File: src/rtl/uart_tx_arbiter.sv
// uart_tx_arbiter
//   Two byte-stream requesters share one Wishbone master that writes a UART.
//   After reset the UART divider is written once; with UART_ARB_SANITY_CHECK_EN
//   defined, a sanity register is read next and compared against a magic value.
//   Bytes are then granted round-robin and written to the TX data register.
//
//   Optional feature macro: UART_ARB_SANITY_CHECK_EN (adds the CHECK state).
//
// Ports
//   clk_i, rst_n_i           clock, asynchronous active-low reset
//   reqN_valid_i/data_i      requester N byte offer
//   reqN_ready_o             one-cycle grant pulse (byte taken)
//   wb_*_o / wb_*_i          Wishbone master towards the UART
//   init_done_o              set on first IDLE entry, held until reset
//   busy_o                   1 in every state except IDLE
//   sanity_err_o             sanity register mismatch (0 without the macro)
//
// state    | meaning
// INIT_DIV | write DIVIDER_INIT to BASE+0x0, wait for ack
// CHECK    | read BASE+0x8 for 4 cycles, compare on the last (macro only)
// IDLE     | grant a requester, latch its byte
// XFER     | write latched byte to BASE+0x4 until ack
// GAP      | one idle bus cycle so the slave's registered ack drops
module uart_tx_arbiter #(
    parameter int          WB_DATA_WIDTH  = 32,
    parameter int          WB_ADDR_WIDTH  = 32,
    parameter logic [31:0] UART_BASE_ADDR = 32'h0,
    parameter logic [31:0] DIVIDER_INIT   = 32'd1
) (
    input  logic                       clk_i,
    input  logic                       rst_n_i,
    input  logic                       req0_valid_i,
    input  logic [7:0]                 req0_data_i,
    output logic                       req0_ready_o,
    input  logic                       req1_valid_i,
    input  logic [7:0]                 req1_data_i,
    output logic                       req1_ready_o,
    output logic [WB_ADDR_WIDTH-1:0]   wb_addr_o,
    output logic [WB_DATA_WIDTH-1:0]   wb_data_o,
    output logic [WB_DATA_WIDTH/8-1:0] wb_sel_o,
    output logic                       wb_we_o,
    output logic                       wb_cyc_o,
    output logic                       wb_stb_o,
    input  logic                       wb_ack_i,
    input  logic [WB_DATA_WIDTH-1:0]   wb_data_i,
    output logic                       init_done_o,
    output logic                       busy_o,
    output logic                       sanity_err_o
);

    typedef enum logic [2:0] {
        INIT_DIV,
`ifdef UART_ARB_SANITY_CHECK_EN
        CHECK,
`endif
        IDLE,
        XFER,
        GAP
    } state_t;

    state_t                     state_q, state_d;
    logic                       prio_q, prio_d;   // 0: req0 wins a tie
    logic [7:0]                 byte_q, byte_d;
    logic                       init_done_q;
    logic                       cyc_q, cyc_d, we_q, we_d;
    logic [WB_ADDR_WIDTH-1:0]   addr_q, addr_d;
    logic [WB_DATA_WIDTH-1:0]   data_q, data_d;
    logic [WB_DATA_WIDTH/8-1:0] sel_q, sel_d;
    logic                       grant0, grant1;

`ifdef UART_ARB_SANITY_CHECK_EN
    logic [1:0] cnt_q, cnt_d;
    logic       chk_done_q, chk_done_d;
    logic       san_err_q, san_err_d;
`else
    logic       unused_rdata;
    assign unused_rdata = ^wb_data_i;
`endif

    always_comb begin
        state_d = state_q;
        prio_d  = prio_q;
        byte_d  = byte_q;
        grant0  = 1'b0;
        grant1  = 1'b0;
`ifdef UART_ARB_SANITY_CHECK_EN
        cnt_d      = cnt_q;
        chk_done_d = chk_done_q;
        san_err_d  = san_err_q;
`endif
        case (state_q)
            INIT_DIV: begin
                // cyc_q gates the ack: the first cycle after reset has no access out yet
                if (cyc_q && wb_ack_i) state_d = GAP;
            end
`ifdef UART_ARB_SANITY_CHECK_EN
            CHECK: begin
                if (cnt_q == 2'd0) begin
                    san_err_d  = (wb_data_i != WB_DATA_WIDTH'(32'hA17EB0B0));
                    chk_done_d = 1'b1;
                    state_d    = GAP;
                end else begin
                    cnt_d = cnt_q - 2'd1;
                end
            end
`endif
            IDLE: begin
                if (req0_valid_i && (!req1_valid_i || !prio_q)) begin
                    grant0  = 1'b1;
                    byte_d  = req0_data_i;
                    prio_d  = 1'b1;
                    state_d = XFER;
                end else if (req1_valid_i) begin
                    grant1  = 1'b1;
                    byte_d  = req1_data_i;
                    prio_d  = 1'b0;
                    state_d = XFER;
                end
            end
            XFER: begin
                if (wb_ack_i) state_d = GAP;
            end
            GAP: begin
`ifdef UART_ARB_SANITY_CHECK_EN
                if (!chk_done_q) begin
                    state_d = CHECK;
                    cnt_d   = 2'd3;
                end else begin
                    state_d = IDLE;
                end
`else
                state_d = IDLE;
`endif
            end
            default: state_d = INIT_DIV;
        endcase

        // Bus outputs are registered from the next state so reset clears them at once.
        cyc_d  = 1'b0;
        we_d   = 1'b0;
        addr_d = '0;
        data_d = '0;
        sel_d  = '0;
        case (state_d)
            INIT_DIV: begin
                cyc_d  = 1'b1;
                we_d   = 1'b1;
                addr_d = WB_ADDR_WIDTH'(UART_BASE_ADDR);
                data_d = WB_DATA_WIDTH'(DIVIDER_INIT);
                sel_d  = '1;
            end
`ifdef UART_ARB_SANITY_CHECK_EN
            CHECK: begin
                cyc_d  = 1'b1;
                addr_d = WB_ADDR_WIDTH'(UART_BASE_ADDR + 32'h8);
                sel_d  = '1;
            end
`endif
            XFER: begin
                cyc_d  = 1'b1;
                we_d   = 1'b1;
                addr_d = WB_ADDR_WIDTH'(UART_BASE_ADDR + 32'h4);
                data_d = WB_DATA_WIDTH'(byte_d);
                sel_d  = '1;
            end
            default: ;
        endcase
    end

    always_ff @(posedge clk_i or negedge rst_n_i) begin
        if (!rst_n_i) begin
            state_q     <= INIT_DIV;
            prio_q      <= 1'b0;
            byte_q      <= '0;
            init_done_q <= 1'b0;
            cyc_q       <= 1'b0;
            we_q        <= 1'b0;
            addr_q      <= '0;
            data_q      <= '0;
            sel_q       <= '0;
        end else begin
            state_q     <= state_d;
            prio_q      <= prio_d;
            byte_q      <= byte_d;
            init_done_q <= init_done_q | (state_d == IDLE);
            cyc_q       <= cyc_d;
            we_q        <= we_d;
            addr_q      <= addr_d;
            data_q      <= data_d;
            sel_q       <= sel_d;
        end
    end

`ifdef UART_ARB_SANITY_CHECK_EN
    always_ff @(posedge clk_i or negedge rst_n_i) begin
        if (!rst_n_i) begin
            cnt_q      <= '0;
            chk_done_q <= 1'b0;
            san_err_q  <= 1'b0;
        end else begin
            cnt_q      <= cnt_d;
            chk_done_q <= chk_done_d;
            san_err_q  <= san_err_d;
        end
    end
    assign sanity_err_o = san_err_q;
`else
    assign sanity_err_o = 1'b0;
`endif

    assign req0_ready_o = grant0;
    assign req1_ready_o = grant1;
    assign wb_addr_o    = addr_q;
    assign wb_data_o    = data_q;
    assign wb_sel_o     = sel_q;
    assign wb_we_o      = we_q;
    assign wb_cyc_o     = cyc_q;
    assign wb_stb_o     = cyc_q;
    assign init_done_o  = init_done_q;
    assign busy_o       = (state_q != IDLE);

endmodule

File: config.mk
export PLATFORM = sky130hd
export DESIGN_NAME = uart_tx_arbiter
export DESIGN_NICKNAME = d
export VERILOG_FILES = /design/src/rtl/uart_tx_arbiter.sv
export SDC_FILE = /design/constraint.sdc
export NUM_CORES = 1
export LEC_CHECK = 0
export CORE_MARGIN = 1
export CORE_UTILIZATION = 31
export DETAILED_ROUTE_END_ITERATION = 12
export HOLD_SLACK_MARGIN = 0.05
export PLACE_DENSITY = 0.91
export SETUP_SLACK_MARGIN = 0.2
export SLEW_MARGIN = 25
export SYNTH_ARGS = -nofsm -noshare
export SYNTH_HDL_FRONTEND = slang
export SYNTH_SLANG_ARGS = --single-unit
File: constraint.sdc
create_clock -name clk_i -period 2.1 [get_ports clk_i]
set_clock_uncertainty 0.05 [all_clocks]
set_input_delay 0.315 -clock clk_i [delete_from_list [all_inputs] [get_ports clk_i]]
set_output_delay 0.315 -clock clk_i [all_outputs]
set_load 0.1 [all_outputs]
==> results.md <==
* Status: finished, final reports clean
* First-pass GRT wire length at 3820 microns
* Cell taking the most area after synthesis: dfrtp_1
* Placed cells at 236
* Top cells by area, synth: dfrtp_1 40%, buf_4 32%, nor2_4 6.3%
* Die area at 4910 sq um
* Worst Setup Start Kind: flop
* Post-Syn Instances at 147
* PortBufs at 40
* Filler Cells Inserted at 454
* Die Y at 70.0 microns
* Crit path kind: flop to output pin
* Clock slew at reported path FFs at 80 ps
* FF+latch area at 576 sq um
* R2R Setup Slk at 440 ps
* Arrival @ worst endpoint at 1570 ps
* Initial Util at 32.5%
* Final setup margin at 166 ps
* Final Cycle Share at 92.1%
* # H-tree levels at 1
* Req. time, crit path at 1740 ps
* Combinational share of power at 55.2%
* CTS tree: yes
* Tot Pwr at 1890 uW
* Vias in the first global route at 825
* Proportion of layout cells with a drive suffix above 1 at 24.4%
* Final #Nets at 247
* Wire length per cell at 9.73 microns
* FP Rows at 24
* Dpl hpwl at 1870 microns
* Antenna violations before repair at 0
* Worst hold path type: input port to asynchronous set/reset pin
* CTS max path bufs at 2
* Warnings from Yosys at 0
* Ant diodes at 0
* Fmax at 0.517 GHz
* # DRC at 0
* Vias/cell at 3.83
* Seq pwr share at 30.4%
* Die Width at 70.0 microns
* Max Slew Vio Count at 0
* Final setup TNS at 0 ps
* DRT iter0 DRCs at 44
* Multi-input logic area at 578 sq um
* Post-synth top area share at 40.1%
* Pre-antenna DRT Iters at 3
* # hold bufs at CTS at 0
* Leak at 0.000872 uW
* Pre-CTS setup slack at 109 ps
* Unique cell type count in the Yosys netlist at 28
* Reg2reg start: state_q[1]
* Gr usage total at 9.91%
* Total of max-cap violations at 0
* Clock root buffer: clkbuf_8
* Gr ovfl total at 0
* Clock Power Share at 14.4%
* CTS buffer count at 3
* Unrepaired setup endpoints after global routing: true
* Detailed Route WL at 2380 microns
* Core area at 4410 sq um
* CTS sink cnt at 23
* Sequential area share after synthesis at 40.1%
* Worst-skew pair later-pin latency at 260 ps
* Area Overhead vs Synth at 22.2%
* Maximum vdd ir drop at 0.319 mV
* CP max FO at 2
* Mapped Avg Cell Area at 9.76 sq um
* Reg-to-Reg End: wb_data_o[4]
* Fin crit period at 1930 ps
* Crit end category: output pin
* IO Pins at 129
* Worst Reg-to-Reg Cells at 6
* Final Util at 39.7%
* Routed via count at 939
* PD cells at 1080 nW/um^2
* Final non-filler cell total at 245
* Post-route ant nets at 0
* Final hold vios at 0
* Synth Register Bits at 23
* Gpl congestion at 0.741
* Net Sw Frac at 54.6%
* Post-Syn Area at 1440 sq um
* Pin count of the biggest net entering global routing at 24
* Endpoints failing setup at 0
* Switch Pwr at 1030 uW
* Internal at 857 uW
==> synthesized netlist by cell type <==
cell type / number
a21bo_2: 1
a21oi_1: 1
a2bb2oi_1: 1
and2_1: 1
buf_2: 1
buf_4: 62
buf_6: 1
conb_1: 1
dfrtp_1: 23
inv_1: 3
inv_2: 1
mux2_2: 1
nand2_1: 1
nand2b_1: 2
nand4b_1: 1
nor2_1: 13
nor2_4: 8
nor2b_1: 2
nor3_1: 7
nor3b_1: 1
o21ai_0: 1
o21ai_1: 2
o21bai_1: 1
o22a_1: 1
o22ai_1: 7
o31a_1: 1
or2_1: 1
or3b_1: 1
==> worst max-delay path: stages, from the launching register on <==
cell and delay (ps):
dfrtp_1 400, or3b_4 410, or2_4 280, inv_12 60
buf_12 160
==> power by group through the flow <==
| stage | sequential [uW] | clock [uW] | combinational, uW |
|---|---|---|---|
| final | 574 | 271 | 1040 |
| after global routing | 583 | 298 | 1080 |
| after CTS | 575 | 281 | 1040 |
| after detailed placement | 589 | 0 | 1020 |
| after global placement | 585 | 0 | 1010 |
| after floorplan | 755 | 0 | 798 |
==> state kept, by name, summed over array words and instances, names as in the netlist <==
signal and count:
byte_q 8, init_done_o 1, prio_q 1, state_q 3
wb_addr_o 1, wb_data_o 8, wb_sel_o 1
==> cells by family after synthesis <==
group	after synthesis	synth area share [%]
other	1	0.261
AND/OR/NAND/NOR	38	16.7
AO/OA/AOI/OAI	16	7.50
multiplexers	1	0.785
flip-flops	23	40.1
buffers and inverters	68	34.6
==> layout make-up <==
cell class	count	area share [%]
clock buffer	3	2.35
inverter	4	1.57
tap	52	3.71
timing repair buffer	50	26.3
clock inverter	1	0.285
sequential	23	32.8
multi-input combinational	112	33.0
==> through the flow <==
stage / hold slack (ps) / cell area (sq um)
2_1_floorplan: -30.6 / 1680
3_3_place_gp: 401 / 1670
3_5_place_dp: 404 / 1670
4_1_cts: 377 / 1750
5_1_grt: 399 / 1750
6_report: 363 / 1750
==> layer usage <==
metal  GRT usage [%]  routed length [microns]  vias to the layer above
li1                -                        -                      446
met1            11.8                      923                      437
met2            16.8                     1220                       51
met3            1.88                      179                        5
met4            5.33                       60                        0
met5               0                        0                        -
==> cell usage in the layout, fill, tap and decap left out, types with 2 or more instances in the layout <==
cell	n
buf_12	3
buf_4	27
clkbuf_8	3
clkdlybuf4s50_1	19
conb_1	57
dfrtp_1	23
inv_1	3
nand2b_1	2
nor2_1	13
nor2_4	8
nor2b_1	2
nor3_1	7
o21ai_1	2
o22ai_1	7
==> how the worst max path moves through the flow <==
stage / start / endpoint / slack (ps) / depth (start not counted)
5_1_grt: state_q[1] / req0_ready_o / 120 / 4
4_1_cts: state_q[1] / req0_ready_o / 160 / 4
2_1_floorplan: state_q[2] / req0_ready_o / 200 / 5
3_3_place_gp: req0_valid_i / req0_ready_o / 130 / 5
6_report: state_q[1] / req0_ready_o / 170 / 4
3_5_place_dp: req0_valid_i / req0_ready_o / 110 / 5
==> what timing repair did <==
action                                  CTS  global route
endpoints found under the setup margin    1             1
gates resized for setup                   2             0
endpoints found under the hold margin     0             0
pin swaps                                 2             0
setup buffers                             5             0
(Power assumes the default switching activity.)
